===== src/rtl/exu_div_ctime_ctl.sv =====
// ============================================================================
// exu_div_ctime_ctl -- constant-latency divide wrapper for the EXU
//
// Wraps the exu_div_ctl core so every divide completes exactly LATENCY cycles
// after issue (cycle 0), regardless of operand values or the core's
// small-number fast path.  The core result is captured when it arrives and is
// released with a one-cycle `finish` pulse at the target cycle.  If the core
// has not delivered by then, the wrapper waits for it and sets the sticky
// `overrun` flag.
//
// Optional feature macro: EXU_DIV_CTIME_RAND_PAD_EN
//   When defined, a 16-bit Fibonacci LFSR (taps 16/14/13/11, seed 16'hACE1)
//   adds 0..2**PAD_W-1 random cycles of padding to the target at each issue.
//
// Ports:
//   clk, rst_l                 clock, asynchronous active-low reset
//   scan_mode                  passed to the core
//   dec_tlu_fast_div_disable   disables the core's small-number fast path
//   dividend, divisor          32-bit operands
//   dp                         divide packet (valid / unsign / rem)
//   flush_lower                aborts an in-flight divide
//   valid_ff_e1                core's registered valid
//   finish_early               always 0
//   finish                     one-cycle result pulse at the target cycle
//   div_stall                  high while a divide is in progress
//   out                        result, held until the next finish
//   overrun                    sticky: core finished after the target cycle
//
// File also contains exu_div_pkg (div_pkt_t) and the exu_div_ctl core.
// ============================================================================

package exu_div_pkg;
    typedef struct packed {
        logic valid;
        logic unsign;
        logic rem;
    } div_pkt_t;
endpackage

// ----------------------------------------------------------------------------
// exu_div_ctl -- radix-2 restoring divider core
//   Full path: issue at cycle 0, 32 iterations in cycles 1..32, sign fix-up in
//   cycle 33, `finish` at cycle 34.  Fast path (both magnitudes < 256, nonzero
//   divisor, not disabled): `finish_early` at cycle 1.
//   Divide-by-zero: quotient all ones, remainder = dividend.  Signed overflow
//   (0x8000_0000 / -1): quotient 0x8000_0000, remainder 0.
// ----------------------------------------------------------------------------
module exu_div_ctl
    import exu_div_pkg::*;
(
    input  logic        clk,
    input  logic        rst_l,
    input  logic        scan_mode,
    input  logic        dec_tlu_fast_div_disable,
    input  logic [31:0] dividend,
    input  logic [31:0] divisor,
    input  div_pkt_t    dp,
    input  logic        flush_lower,
    output logic        valid_ff_e1,
    output logic        finish_early,
    output logic        finish,
    output logic        div_stall,
    output logic [31:0] out
);
    logic        busy, fast, neg_q, neg_r, want_rem, dvz;
    logic [5:0]  cnt;
    logic [31:0] rem_r, quo_r, dvs_r, dvd_r, res_r;
    logic [31:0] abs_a, abs_b;
    logic [7:0]  q8, r8;
    logic [32:0] rem_sh, diff;
    logic        start, fast_ok;
    logic        unused_scan;

    assign unused_scan = scan_mode;

    function automatic logic [31:0] fixup(input logic [31:0] q, input logic [31:0] r,
                                          input logic nq, input logic nr, input logic rm);
        if (rm) return nr ? -r : r;
        return nq ? -q : q;
    endfunction

    assign start   = dp.valid && !flush_lower && !busy;
    assign abs_a   = (!dp.unsign && dividend[31]) ? -dividend : dividend;
    assign abs_b   = (!dp.unsign && divisor[31])  ? -divisor  : divisor;
    assign fast_ok = !dec_tlu_fast_div_disable && (abs_b != '0) &&
                     (abs_a[31:8] == '0) && (abs_b[31:8] == '0);
    assign q8      = (abs_b[7:0] == '0) ? '0 : abs_a[7:0] / abs_b[7:0];
    assign r8      = (abs_b[7:0] == '0) ? '0 : abs_a[7:0] % abs_b[7:0];

    always_comb begin
        rem_sh = {rem_r, quo_r[31]};
        diff   = rem_sh - {1'b0, dvs_r};
    end

    always_ff @(posedge clk or negedge rst_l) begin
        if (!rst_l) begin
            busy        <= 1'b0;
            fast        <= 1'b0;
            neg_q       <= 1'b0;
            neg_r       <= 1'b0;
            want_rem    <= 1'b0;
            dvz         <= 1'b0;
            cnt         <= '0;
            rem_r       <= '0;
            quo_r       <= '0;
            dvs_r       <= '0;
            dvd_r       <= '0;
            res_r       <= '0;
            valid_ff_e1 <= 1'b0;
        end else begin
            valid_ff_e1 <= dp.valid && !flush_lower;
            if (flush_lower) begin
                busy <= 1'b0;
            end else if (start) begin
                busy     <= 1'b1;
                cnt      <= 6'd1;
                fast     <= fast_ok;
                rem_r    <= '0;
                quo_r    <= abs_a;
                dvs_r    <= abs_b;
                dvd_r    <= dividend;
                dvz      <= (divisor == '0);
                neg_q    <= !dp.unsign && (dividend[31] ^ divisor[31]);
                neg_r    <= !dp.unsign && dividend[31];
                want_rem <= dp.rem;
                if (fast_ok)
                    res_r <= fixup({24'd0, q8}, {24'd0, r8},
                                   !dp.unsign && (dividend[31] ^ divisor[31]),
                                   !dp.unsign && dividend[31], dp.rem);
            end else if (busy) begin
                if (fast || cnt == 6'd34) begin
                    busy <= 1'b0;
                end else begin
                    if (cnt <= 6'd32) begin
                        if (!diff[32]) begin
                            rem_r <= diff[31:0];
                            quo_r <= {quo_r[30:0], 1'b1};
                        end else begin
                            rem_r <= rem_sh[31:0];
                            quo_r <= {quo_r[30:0], 1'b0};
                        end
                    end else begin
                        res_r <= dvz ? (want_rem ? dvd_r : '1)
                                     : fixup(quo_r, rem_r, neg_q, neg_r, want_rem);
                    end
                    cnt <= cnt + 6'd1;
                end
            end
        end
    end

    assign finish       = busy && !fast && (cnt == 6'd34);
    assign finish_early = busy && fast;
    assign div_stall    = busy;
    assign out          = res_r;
endmodule

// ----------------------------------------------------------------------------
// exu_div_ctime_ctl -- fixed-latency wrapper
// ----------------------------------------------------------------------------
module exu_div_ctime_ctl
    import exu_div_pkg::*;
#(
    parameter int LATENCY = 36,
    parameter int PAD_W   = 3,
    parameter int CNT_W   = $clog2(LATENCY + 2**PAD_W) + 1
) (
    input  logic        clk,
    input  logic        rst_l,
    input  logic        scan_mode,
    input  logic        dec_tlu_fast_div_disable,
    input  logic [31:0] dividend,
    input  logic [31:0] divisor,
    input  div_pkt_t    dp,
    input  logic        flush_lower,
    output logic        valid_ff_e1,
    output logic        finish_early,
    output logic        finish,
    output logic        div_stall,
    output logic [31:0] out,
    output logic        overrun
);
    typedef enum logic [1:0] {IDLE, RUN, WAIT} state_t;

    state_t             state, state_nxt;
    logic [CNT_W-1:0]   cnt, tgt, tgt_issue;
    logic [31:0]        res_q, out_q, res_sel, core_out;
    logic               res_vld, overrun_q;
    logic               issue, fin, set_ov, latch;
    logic               core_finish, core_finish_early, core_done;
    logic               unused_core_stall;
    div_pkt_t           core_dp;

    assign issue = (state == IDLE) && dp.valid && !flush_lower;

    // A packet arriving while busy is dropped rather than handed to the core.
    always_comb begin
        core_dp       = dp;
        core_dp.valid = dp.valid && (state == IDLE);
    end

    exu_div_ctl u_core (
        .clk                      (clk),
        .rst_l                    (rst_l),
        .scan_mode                (scan_mode),
        .dec_tlu_fast_div_disable (dec_tlu_fast_div_disable),
        .dividend                 (dividend),
        .divisor                  (divisor),
        .dp                       (core_dp),
        .flush_lower              (flush_lower),
        .valid_ff_e1              (valid_ff_e1),
        .finish_early             (core_finish_early),
        .finish                   (core_finish),
        .div_stall                (unused_core_stall),
        .out                      (core_out)
    );

    assign core_done = core_finish || core_finish_early;

`ifdef EXU_DIV_CTIME_RAND_PAD_EN
    logic [15:0] lfsr;

    always_ff @(posedge clk or negedge rst_l) begin
        if (!rst_l) lfsr <= 16'hACE1;
        else        lfsr <= {lfsr[14:0], lfsr[15] ^ lfsr[13] ^ lfsr[12] ^ lfsr[10]};
    end

    assign tgt_issue = CNT_W'(LATENCY) + CNT_W'(lfsr[PAD_W-1:0]);
`else
    assign tgt_issue = CNT_W'(LATENCY);
`endif

    always_comb begin
        state_nxt = state;
        fin       = 1'b0;
        res_sel   = res_q;
        set_ov    = 1'b0;
        latch     = 1'b0;
        case (state)
            IDLE: if (issue) state_nxt = RUN;
            RUN: begin
                if (flush_lower) begin
                    state_nxt = IDLE;
                end else if (cnt == tgt) begin
                    if (res_vld) begin
                        fin       = 1'b1;
                        state_nxt = IDLE;
                    end else if (core_done) begin
                        // core landing exactly on the target cycle is bypassed
                        fin       = 1'b1;
                        res_sel   = core_out;
                        state_nxt = IDLE;
                    end else begin
                        set_ov    = 1'b1;
                        state_nxt = WAIT;
                    end
                end else if (core_done) begin
                    latch = 1'b1;
                end
            end
            WAIT: begin
                if (flush_lower) begin
                    state_nxt = IDLE;
                end else if (core_done) begin
                    fin       = 1'b1;
                    res_sel   = core_out;
                    state_nxt = IDLE;
                end
            end
            default: state_nxt = IDLE;
        endcase
    end

    always_ff @(posedge clk or negedge rst_l) begin
        if (!rst_l) begin
            state     <= IDLE;
            cnt       <= '0;
            tgt       <= '0;
            res_q     <= '0;
            res_vld   <= 1'b0;
            out_q     <= '0;
            overrun_q <= 1'b0;
        end else begin
            state <= state_nxt;
            // Loaded with 1 at issue so the counter reads k during cycle k.
            if (issue) begin
                cnt     <= CNT_W'(1);
                tgt     <= tgt_issue;
                res_vld <= 1'b0;
            end else if (state == RUN) begin
                cnt <= cnt + CNT_W'(1);
            end
            if (latch) begin
                res_q   <= core_out;
                res_vld <= 1'b1;
            end
            if (state != IDLE && state_nxt == IDLE)
                res_vld <= 1'b0;
            if (fin)
                out_q <= res_sel;
            if (set_ov)
                overrun_q <= 1'b1;
        end
    end

    // The new result is visible in the finish cycle itself and held after it.
    assign out          = fin ? res_sel : out_q;
    assign finish       = fin;
    assign finish_early = 1'b0;
    assign div_stall    = (state != IDLE);
    assign overrun      = overrun_q;
endmodule

===== config.mk =====
export PLATFORM = sky130hd
export DESIGN_NAME = exu_div_ctime_ctl
export DESIGN_NICKNAME = d
export VERILOG_FILES = /design/src/rtl/exu_div_ctime_ctl.sv
export SDC_FILE = /design/constraint.sdc
export NUM_CORES = 1
export LEC_CHECK = 0
export ABC_AREA = 1
export CAP_MARGIN = 20
export CORE_MARGIN = 1
export CORE_UTILIZATION = 35
export DETAILED_ROUTE_END_ITERATION = 12
export SYNTH_ARGS = -nofsm -noshare
export SYNTH_HDL_FRONTEND = slang
export SYNTH_SLANG_ARGS = --single-unit

===== constraint.sdc =====
create_clock -name clk -period 7.5 [get_ports clk]
set_input_delay 1.5 -clock clk [delete_from_list [all_inputs] [get_ports clk]]
set_output_delay 1.5 -clock clk [all_outputs]
set_load 0.02 [all_outputs]

==> results of run 1 <==
## state kept, by name, summed over array words and instances (netlist names), 2 cells and up
name          flops
u_core.dvs_r     32
u_core.quo_r     32
u_core.dvd_r     32
res_q            32
u_core.cnt        6
u_core.out       32
out_q            32
u_core.rem_r     32
cnt               7
state             2
## worst max path at each step
| stage | start | to | slack, ps | cells past startpoint |
|---|---|---|---|---|
| floorplan | dividend[31] | u_core.out[14] | -3740 | 91 |
| global placement | dividend[31] | u_core.out[10] | -4770 | 89 |
| detailed placement | dividend[31] | u_core.out[8] | -5270 | 92 |
| CTS | dividend[1] | u_core.out[28] | -3650 | 93 |
| global route | dividend[0] | u_core.out[15] | -4740 | 89 |
| finish | dividend[0] | u_core.out[4] | -4060 | 88 |
## worst register-to-register path: stages (launching register included)
cell      delay (ps)
dfrtp_1          390
inv_1            230
ha_1             210
inv_1             60
fa_1             400
nand3_1          100
nand2_1          100
a21oi_1          210
inv_1             90
nand2_1           60
nand2_1          110
a21oi_1          270
o21ai_1          160
a21oi_1          280
o21bai_1         150
a21boi_1         270
o21ai_0          230
xor2_2           190
buf_4            270
inv_1            610
nand2_1          140
nand3_1          100
nand2_1           50
## final cells by class
cell class / instances / area, um2
clock buffers: 40 / 880
well taps: 696 / 871
diodes: 1 / 2.50
fillers: 5324 / 28900
inverters: 341 / 1340
flip-flops and latches: 249 / 6230
clock inverters: 15 / 188
repair buffers: 429 / 3550
multi-input cells: 2148 / 12200
## logic make-up (layout without fill, tap and decap cells)
logic type / count (synthesis) / count (layout)
and+or+nand+nor: 1216 / 1217
adders and majority gates: 91 / 91
AOI/OAI and AO/OA: 741 / 741
DFF: 249 / 249
xor gates and xnor gates: 98 / 98
buffers and inverters: 463 / 825
other: 1 / 2
## synth_stat cells (3+ instances only)
cell,number
nand2_1,660
nand2_4,3
a21o_1,4
nand4_1,30
ha_1,89
clkbuf_1,103
nor2_1,250
a21oi_2,19
o21ai_1,12
o211ai_1,28
nand3_2,6
nand3_1,147
and2_1,4
nand3b_1,13
inv_2,9
buf_2,6
dfrtp_1,249
clkinv_1,3
o21ai_0,382
o21bai_1,8
or2_2,14
buf_1,4
inv_1,328
nand4_2,3
nand2_2,10
nor2_2,8
xor2_1,70
nor4_1,9
xnor2_1,28
o21a_1,9
a31oi_1,19
or3_1,3
o221ai_1,6
a311oi_1,3
buf_6,7
nor3_1,49
a21oi_1,224
o22ai_1,8
o31ai_1,6
## power groups by stage
stage                     Combinational, mW  Clock (mW)  Sequential [mW]
final                                  5.64        1.57             2.32
after global routing                   6.36        1.67             2.39
after CTS                              5.43        1.61             2.31
after detailed placement               5.14           0             2.33
after global placement                 5.02           0             2.31
after floorplan                        3.69           0             2.16
## through the flow
stage,setup TNS [ps],instance area (um2)
after floorplan,-113320,19400
after global placement,-148430,22500
after detailed placement,-164000,22600
after CTS,-113260,24700
after global routing,-147780,25300
final,-126400,25300
## timing repair
item | 4_1_cts | 5_1_grt
endpoints found under the setup margin | 32 | 32
buffers inserted | 91 | 23
pin swaps | 82 | 95
endpoints found under the hold margin | 0 | 0
resized for setup | 135 | 104
cloned | 1 | 1
## per-layer routing
metal	wire (um)	share of wire (%)	vias up	global-route usage, %
met5	79	0.12	-	0
met4	2040	3.1	12	7.32
met3	3450	5.3	123	3.70
met2	30500	47	532	38.5
met1	28800	44	9717	29.7
li1	-	-	10100	-
==> results.cfg, run 1 <==
[power]
p_int_mw = 5.10
ir_worst_vdd_mv = 0.214
p_sw_mw = 4.43
pwr-share-seq_pct = 24.3
powerDensity_nw_per_um2 = 377
p_comb_share_pct = 59.1
p_leak_nw = 12.1
finalPower_mw = 9.53
swShare_pct = 46.5
clkPwrFrac_pct = 16.5

[yosys]
ys_types = 58
synth_mux_area_share_pct = 0
synth-xor-area-share_pct = 4.45
yosysWarnings = 0
syn_avg_cell_area_um2 = 6.74
ys_seq_area_share_pct = 32.3
syn_nets = 3022
yosys.area.top_type = dfrtp_1
synth_compound_area_share_pct = 20.9
yosysTopAreaCellShare_pct = 32.3
synthAdderAreaFrac_pct = 5.99
synth_seq_cells = 249
syn-cell-area_um2 = 19300
synth_top_family_by_area = simple AND/OR/NAND/NOR gates
synth-simple-area-share_pct = 26.9
synth_top_flop_cell = dfrtp_1
synthArstFlopShare_pct = 100
synth-edff-count = 0
syn_inst = 2859
synth.top_cells.by_area = dfrtp_1, nand2_1, o21ai_0, inv_1, a21oi_1

[global_route]
grtUsageTotal_pct = 22.8
antenna_found_initial = 6
first_global_vias = 19800
grt_pass1_wl_um = 104000
overflow = 0
grt_max_degree = 159

[job]
drv_cap = 0

[setup_path]
worst-path-buf-inv = 20
r2r-start = u_core.quo_r[31]
reg2reg_slack_ps = 2740
critPathCaptureType = flop
cpMostUsedCell = nand2_2
path_delay_family = simple AND/OR/NAND/NOR gates
cp_slowest_cell = ha_1
regToRegEndpoint = u_core.rem_r[7]
cp-start-kind = primary input
slowest_delay_ps = 320
reg2reg_depth = 22
critical_path_class = primary input to flop
cp.required_ps = 7930
crit_fanout = 8
worst-endpoint-arrival_ps = 11990

[cts]
cts-root-buf = clkbuf_16
htreeDepth = 1
clk_latency_ps = 580
ctsLongestPathBuffers = 3
cts_tree = built
numCtsBuffers = 30
clk_pin_slew_ps = 60
postCtsHoldBufs = 0
clock_sinks = 249

[timing]
setup_viol = 32
rsz0062_at_grt = true
finClkSkew_ps = 22.8
fin_crit_ps = 11560
max_slew.worst_pin.slew_ps = 1010
finalWorstSetupSlack_ps = -4060
period_share_pct = 154
fmax_mhz = 86.5
hold_ws_ps = 464
drv_slew = 0
hold_viol = 0
max-slew-margin-rel_pct = 32.7

[final_layout]
layout_commonest_cell = nand2_1
drive_gt1_share_pct = 19.5
area_growth_pct = 31.1
final_cells = 3919
final_util_pct = 46.7
nets = 3362
mostFrequentLayoutCells = nand2_1, o21ai_0, buf_4

[die]
start_util_pct = 35.6
die-area_um2 = 56000
rows = 85
io_pins = 109
die_h_um = 237
die_w_um = 237
core_region_area_um2 = 54100

[worst_hold_path]
hp-start = tgt[2]
min_path_cells = 2
min_to = tgt[2]
hp-class = flop to flop

[placed_design]
placed_cells = 3754
place.gp.congestion = 0.908
dp_slack_ps = -5270
numPortBuffers = 106
dp_hpwl_um = 46800

[detailed_routing]
via_count = 20500
drtIter0Drc = 1552
avgViaCountPerCell = 5.24
drc = 0
ant_nets = 0
first_pass_iters = 6
routed_wl_um = 64900
avgRoutedWirePerCell_um = 16.6

[run_status]
status = finished, violations left
failed_checks = setup timing
(Power assumes the default switching activity.)
==> run 2: changes to the inputs <==
--- a/config.mk
+++ b/config.mk
@@ -5,7 +5,6 @@
 export SDC_FILE = /design/constraint.sdc
 export NUM_CORES = 1
 export LEC_CHECK = 0
-export ABC_AREA = 1
 export CAP_MARGIN = 20
 export CORE_MARGIN = 1
 export CORE_UTILIZATION = 35
==> results.cfg, run 2 <==
[timing]
max-slew-margin-rel_pct = 33.5
rsz0062_at_grt = true
finalWorstSetupSlack_ps = -5950
max_slew.worst_pin.slew_ps = 997
period_share_pct = 179
hold_viol = 0
setup_viol = 32
fmax_mhz = 74.3
fin_crit_ps = 13450
finClkSkew_ps = 34.8
hold_ws_ps = 467
drv_slew = 0

[detailed_routing]
drtIter0Drc = 1521
via_count = 19100
avgRoutedWirePerCell_um = 19.3
ant_nets = 0
routed_wl_um = 65300
drc = 0
avgViaCountPerCell = 5.65
first_pass_iters = 7

[global_route]
use_met2_pct = 38.1
first_global_vias = 18700
met3_usage_pct = 2.71
antenna_found_initial = 2
grt_max_degree = 136
use_met1_pct = 31.4
busiest_layer = met2
grt_pass1_wl_um = 103000
grtUsageTotal_pct = 23.1
overflow = 0

[yosys]
yosysTopAreaCellShare_pct = 32.7
synth-edff-count = 0
ys_types = 86
synthArstFlopShare_pct = 100
syn_inst = 2329
syn-cell-area_um2 = 19000
yosysWarnings = 0
syn_avg_cell_area_um2 = 8.17
synthMostInstantiatedCell = nand2_1
synthAdderAreaFrac_pct = 6.06
synth_compound_area_share_pct = 23.5
synth-simple-area-share_pct = 18.9
synth-xor-area-share_pct = 8.05
ys_top_cells_by_count = nand2_1, dfrtp_1, o21ai_0
ys_seq_area_share_pct = 32.7
syn_nets = 2492
synth_seq_cells = 249
synth_mux_area_share_pct = 6.21
yosys.area.top_type = dfrtp_1
synth_top_flop_cell = dfrtp_1
synth_top_family_by_area = compound AO/OA/AOI/OAI gates
synth.top_cells.by_area = dfrtp_1, nand2_1, ha_1, o21ai_0, a21oi_1

[cts]
clk_latency_ps = 560
ctsLongestPathBuffers = 3
cts-root-buf = clkbuf_16
postCtsHoldBufs = 0
cts_tree = built
clock_sinks = 249
numCtsBuffers = 27
htreeDepth = 1
clk_pin_slew_ps = 60

[setup_path]
cp-start-kind = primary input
reg2reg_depth = 15
reg2reg_slack_ps = 2610
cp_slowest_cell = or4_4
crit_fanout = 5
cpMostUsedCell = buf_4
r2r-start = u_core.quo_r[31]
critical_path_class = primary input to flop
slowest_delay_ps = 540
crit_end = u_core.out[6]
critPathCaptureType = flop
regToRegEndpoint = u_core.rem_r[1]
worst-endpoint-arrival_ps = 13920
cp.required_ps = 7970
cp-startpoint = dividend[5]

[power]
powerDensity_nw_per_um2 = 301
p_leak_nw = 10.8
ir_worst_vdd_mv = 0.185
finalPower_mw = 7.49

[die]
die_h_um = 235
die_w_um = 235
io_pins = 109
start_util_pct = 35.4
die-area_um2 = 55300
rows = 85
core_region_area_um2 = 53800

[placed_design]
numPortBuffers = 106
place.gp.congestion = 0.974
dp_hpwl_um = 48200

[final_layout]
drive_gt1_share_pct = 23.0
area_growth_pct = 30.8
nets = 2826
ff_latch_area_um2 = 6230
n_antenna_cell = 0
mostFrequentLayoutCells = buf_4, nand2_1, dfrtp_1
layout_commonest_cell = buf_4
nFillCells = 5260
multi_input_area_um2 = 12900

[job]
drv_cap = 0

[worst_hold_path]
hp-class = flop to flop

[run_status]
status = finished, violations left
failed_checks = setup timing
[run 2: cell count changes in the layout (fill, tap and decap cells not counted), moves of 22 or more]
| cell | delta |
|---|---|
| nand2_1 | -304 |
| mux2_2 | +61 |
| xnor2_1 | +59 |
| mux2i_1 | +43 |
| nand3_1 | -82 |
| inv_1 | -223 |
| o31ai_1 | +22 |
| nand2_2 | -33 |
| a21oi_1 | -42 |
| o21ai_0 | -174 |
| a222oi_1 | +23 |
| nand2b_1 | +24 |
| nor2_1 | -56 |
[run 2: power by group]
part / switching, mW / leakage (nW) / internal [mW] / total (mW)
Sequential: 0.336 / 3.32 / 1.64 / 1.97
Clock: 0.560 / 0.433 / 0.792 / 1.35
Combinational: 2.28 / 7.07 / 1.88 / 4.16
[run 2: cell type report]
type / instances / share of cell area (%)
sequential: 249 / 25.0
tap: 696 / 3.50
timing repair buffer: 443 / 14.8
clock buffer: 39 / 3.18
multi-input combinational: 1862 / 52.0
clock inverter: 6 / 0.322
inverter: 80 / 1.21
[run 2: worst max-delay path: cells and delay by family]
family                     cells  cell delay [ps]
and+or+nand+nor               21             3920
xor gates and xnor gates       1              230
buffers and inverters         10             1380
adders and majority gates      9             2430
AOI/OAI and AO/OA             25             4230
muxes                          1              210
[run 2: what timing repair did]
action | in CTS | in global routing
hold endpoints to repair | 0 | 0
buffers inserted | 63 | 18
endpoints found under the setup margin | 32 | 32
pin swaps | 76 | 53
resized for setup | 116 | 46
cloned | 2 | 0
[run 2: how the worst min path moves through the flow]
| stage | start | endpoint | slack, ps | cells past startpoint |
|---|---|---|---|---|
| finish | overrun | overrun | 470 | 1 |
| global route | overrun | overrun | 480 | 1 |
| detailed placement | overrun | overrun | 460 | 1 |
| global placement | u_core.dvd_r[12] | u_core.dvd_r[12] | 460 | 2 |
| floorplan | u_core.dvd_r[15] | u_core.dvd_r[15] | 450 | 2 |
| CTS | overrun | overrun | 470 | 1 |
[run 2: layer usage]
metal,vias to the layer above,routed length [um]
met5,-,25
met4,4,2090
met3,133,3320
met2,550,30700
met1,9296,29200
li1,9076,-
[run 2: kinds of logic after synthesis]
| family | Yosys count |
|---|---|
| other cells | 1 |
| compound gates | 699 |
| fa+ha+maj | 91 |
| xor+xnor | 175 |
| mux | 110 |
| flops | 249 |
| buf+inv | 219 |
| simple gates | 785 |
[run 2: metrics by stage]
step	std cells	utilization [%]	cell area (um2)	setup TNS, ps	worst slack (ps)
finish	3375	46.3	24900	-186810	-5950
CTS	3358	45.6	24500	-177820	-5640
floorplan	2329	-	19400	-197490	-6270
detailed placement	3249	42.3	22700	-220520	-7040
global placement	3249	42.3	22700	-210700	-6720
global route	3375	46.3	24900	-203810	-6470
==> run 3: changes to the inputs <==
--- a/config.mk
+++ b/config.mk
@@ -8,6 +8,7 @@
 export CAP_MARGIN = 20
 export CORE_MARGIN = 1
 export CORE_UTILIZATION = 35
+export CTS_BUF_LIST = sky130_fd_sc_hd__clkbuf_8 sky130_fd_sc_hd__clkbuf_16
 export DETAILED_ROUTE_END_ITERATION = 12
 export SYNTH_ARGS = -nofsm -noshare
 export SYNTH_HDL_FRONTEND = slang
==> results.cfg, run 3 (synthesized netlist as in run 2, its figures left out) <==
[placed_design]
place.gp.congestion = 0.974
place_area_um2 = 22700
numPortBuffers = 106
dp_slack_ps = -7040
placed_cells = 3249
dp_hpwl_um = 48200

[die]
die-area_um2 = 55300
start_util_pct = 35.4
core_region_area_um2 = 53800
rows = 85
io_pins = 109
die_h_um = 235
die_w_um = 235

[global_route]
grt_max_degree = 136
antenna_found_initial = 2
first_global_vias = 18700
overflow = 0
grtUsageTotal_pct = 23.1
grt_pass1_wl_um = 103000

[cts]
clk_latency_ps = 560
htreeDepth = 1
clock_sinks = 249
numCtsBuffers = 27
clk_pin_slew_ps = 60
cts-root-buf = clkbuf_16
ctsLongestPathBuffers = 3
postCtsHoldBufs = 0
cts_tree = built

[final_layout]
n_antenna_cell = 0
nets = 2826
mostFrequentLayoutCells = buf_4, nand2_1, dfrtp_1
final_cells = 3375
layout_commonest_cell = buf_4
stdcell_area_um2 = 24900
area_growth_pct = 30.8
drive_gt1_share_pct = 23.0

[timing]
tns_ps = -186950
finalWorstSetupSlack_ps = -5960
finClkSkew_ps = 33.7
period_share_pct = 179
hold_viol = 0
fin_crit_ps = 13460
fmax_mhz = 74.3
setup_viol = 32
max-slew-margin-rel_pct = 33.6
max_slew.worst_pin.slew_ps = 997
drv_slew = 0
rsz0062_at_grt = true

[detailed_routing]
ant_nets = 0
drtIter0Drc = 1521
avgViaCountPerCell = 5.66
first_pass_iters = 6
via_count = 19100
drc = 0
routed_wl_um = 65400
avgRoutedWirePerCell_um = 19.4

[setup_path]
cp_slowest_cell = or4_4
worst-endpoint-arrival_ps = 13920
cpMostUsedCell = o21a_1
cp.required_ps = 7970
critPathCaptureType = flop
slowest_delay_ps = 540
cp-start-kind = primary input
critical_path_class = primary input to flop
crit_fanout = 5

[power]
ir_worst_vdd_mv = 0.186
powerDensity_nw_per_um2 = 300
p_leak_nw = 10.9

[run_status]
status = finished, violations left
failed_checks = setup timing

[job]
drv_cap = 0

[worst_hold_path]
hp-class = flop to flop
[run 3: worst max-delay path, delay by kind of cell]
kind | cells | cell delay, ps
mux | 2 | 630
compound gates | 25 | 4310
fa+ha+maj | 9 | 2110
buf+inv | 7 | 990
xor+xnor | 1 | 230
simple gates | 20 | 4140
[run 3: metrics by stage]
step	utilization [%]	power, mW	hold WS [ps]
after global routing	46.3	7.99	480
final	46.3	7.48	467
after CTS	45.6	7.29	472
after floorplan	-	4.30	445
after detailed placement	42.3	5.62	458
after global placement	42.3	5.52	459
[run 3: final cells by class]
cell class                 count  area [um2]
tap                          696         871
sequential                   249        6230
clock inverter                11        98.8
multi-input combinational   1862       12900
fill                        5260       28900
inverter                      80         300
clock buffer                  34         772
timing repair buffer         443        3670
[run 3: repair_timing]
action,in CTS,in global routing
setup endpoints to repair,32,32
gates cloned,2,0
pin swaps,76,53
buffers inserted,63,18
gates resized for setup,116,46
[run 3: final timing paths]
check,startpoint,endpoint,slack [ps],cells past startpoint
hold / removal,overrun,overrun,470,1
min in group asynchronous,rst_l,cnt[6],970,1
setup reg to reg,u_core.quo_r[31],u_core.rem_r[1],2610,15
max in group asynchronous,rst_l,u_core.dvz,5170,2
hold reg to reg,overrun,overrun,470,1
setup / recovery,dividend[5],u_core.out[6],-5960,64
[run 3: report_power, final]
group / internal [mW] / total [mW] / switching, mW
Clock: 0.785 / 1.35 / 0.561
Combinational: 1.88 / 4.16 / 2.28
Sequential: 1.64 / 1.97 / 0.337
[run 3: per-layer routing]
metal | vias up | wire length, um | GRT usage [%]
met5 | - | 25 | 0
met4 | 4 | 2120 | 7.66
met3 | 137 | 3420 | 2.71
met2 | 577 | 30700 | 38.1
met1 | 9297 | 29100 | 31.4
li1 | 9076 | - | -
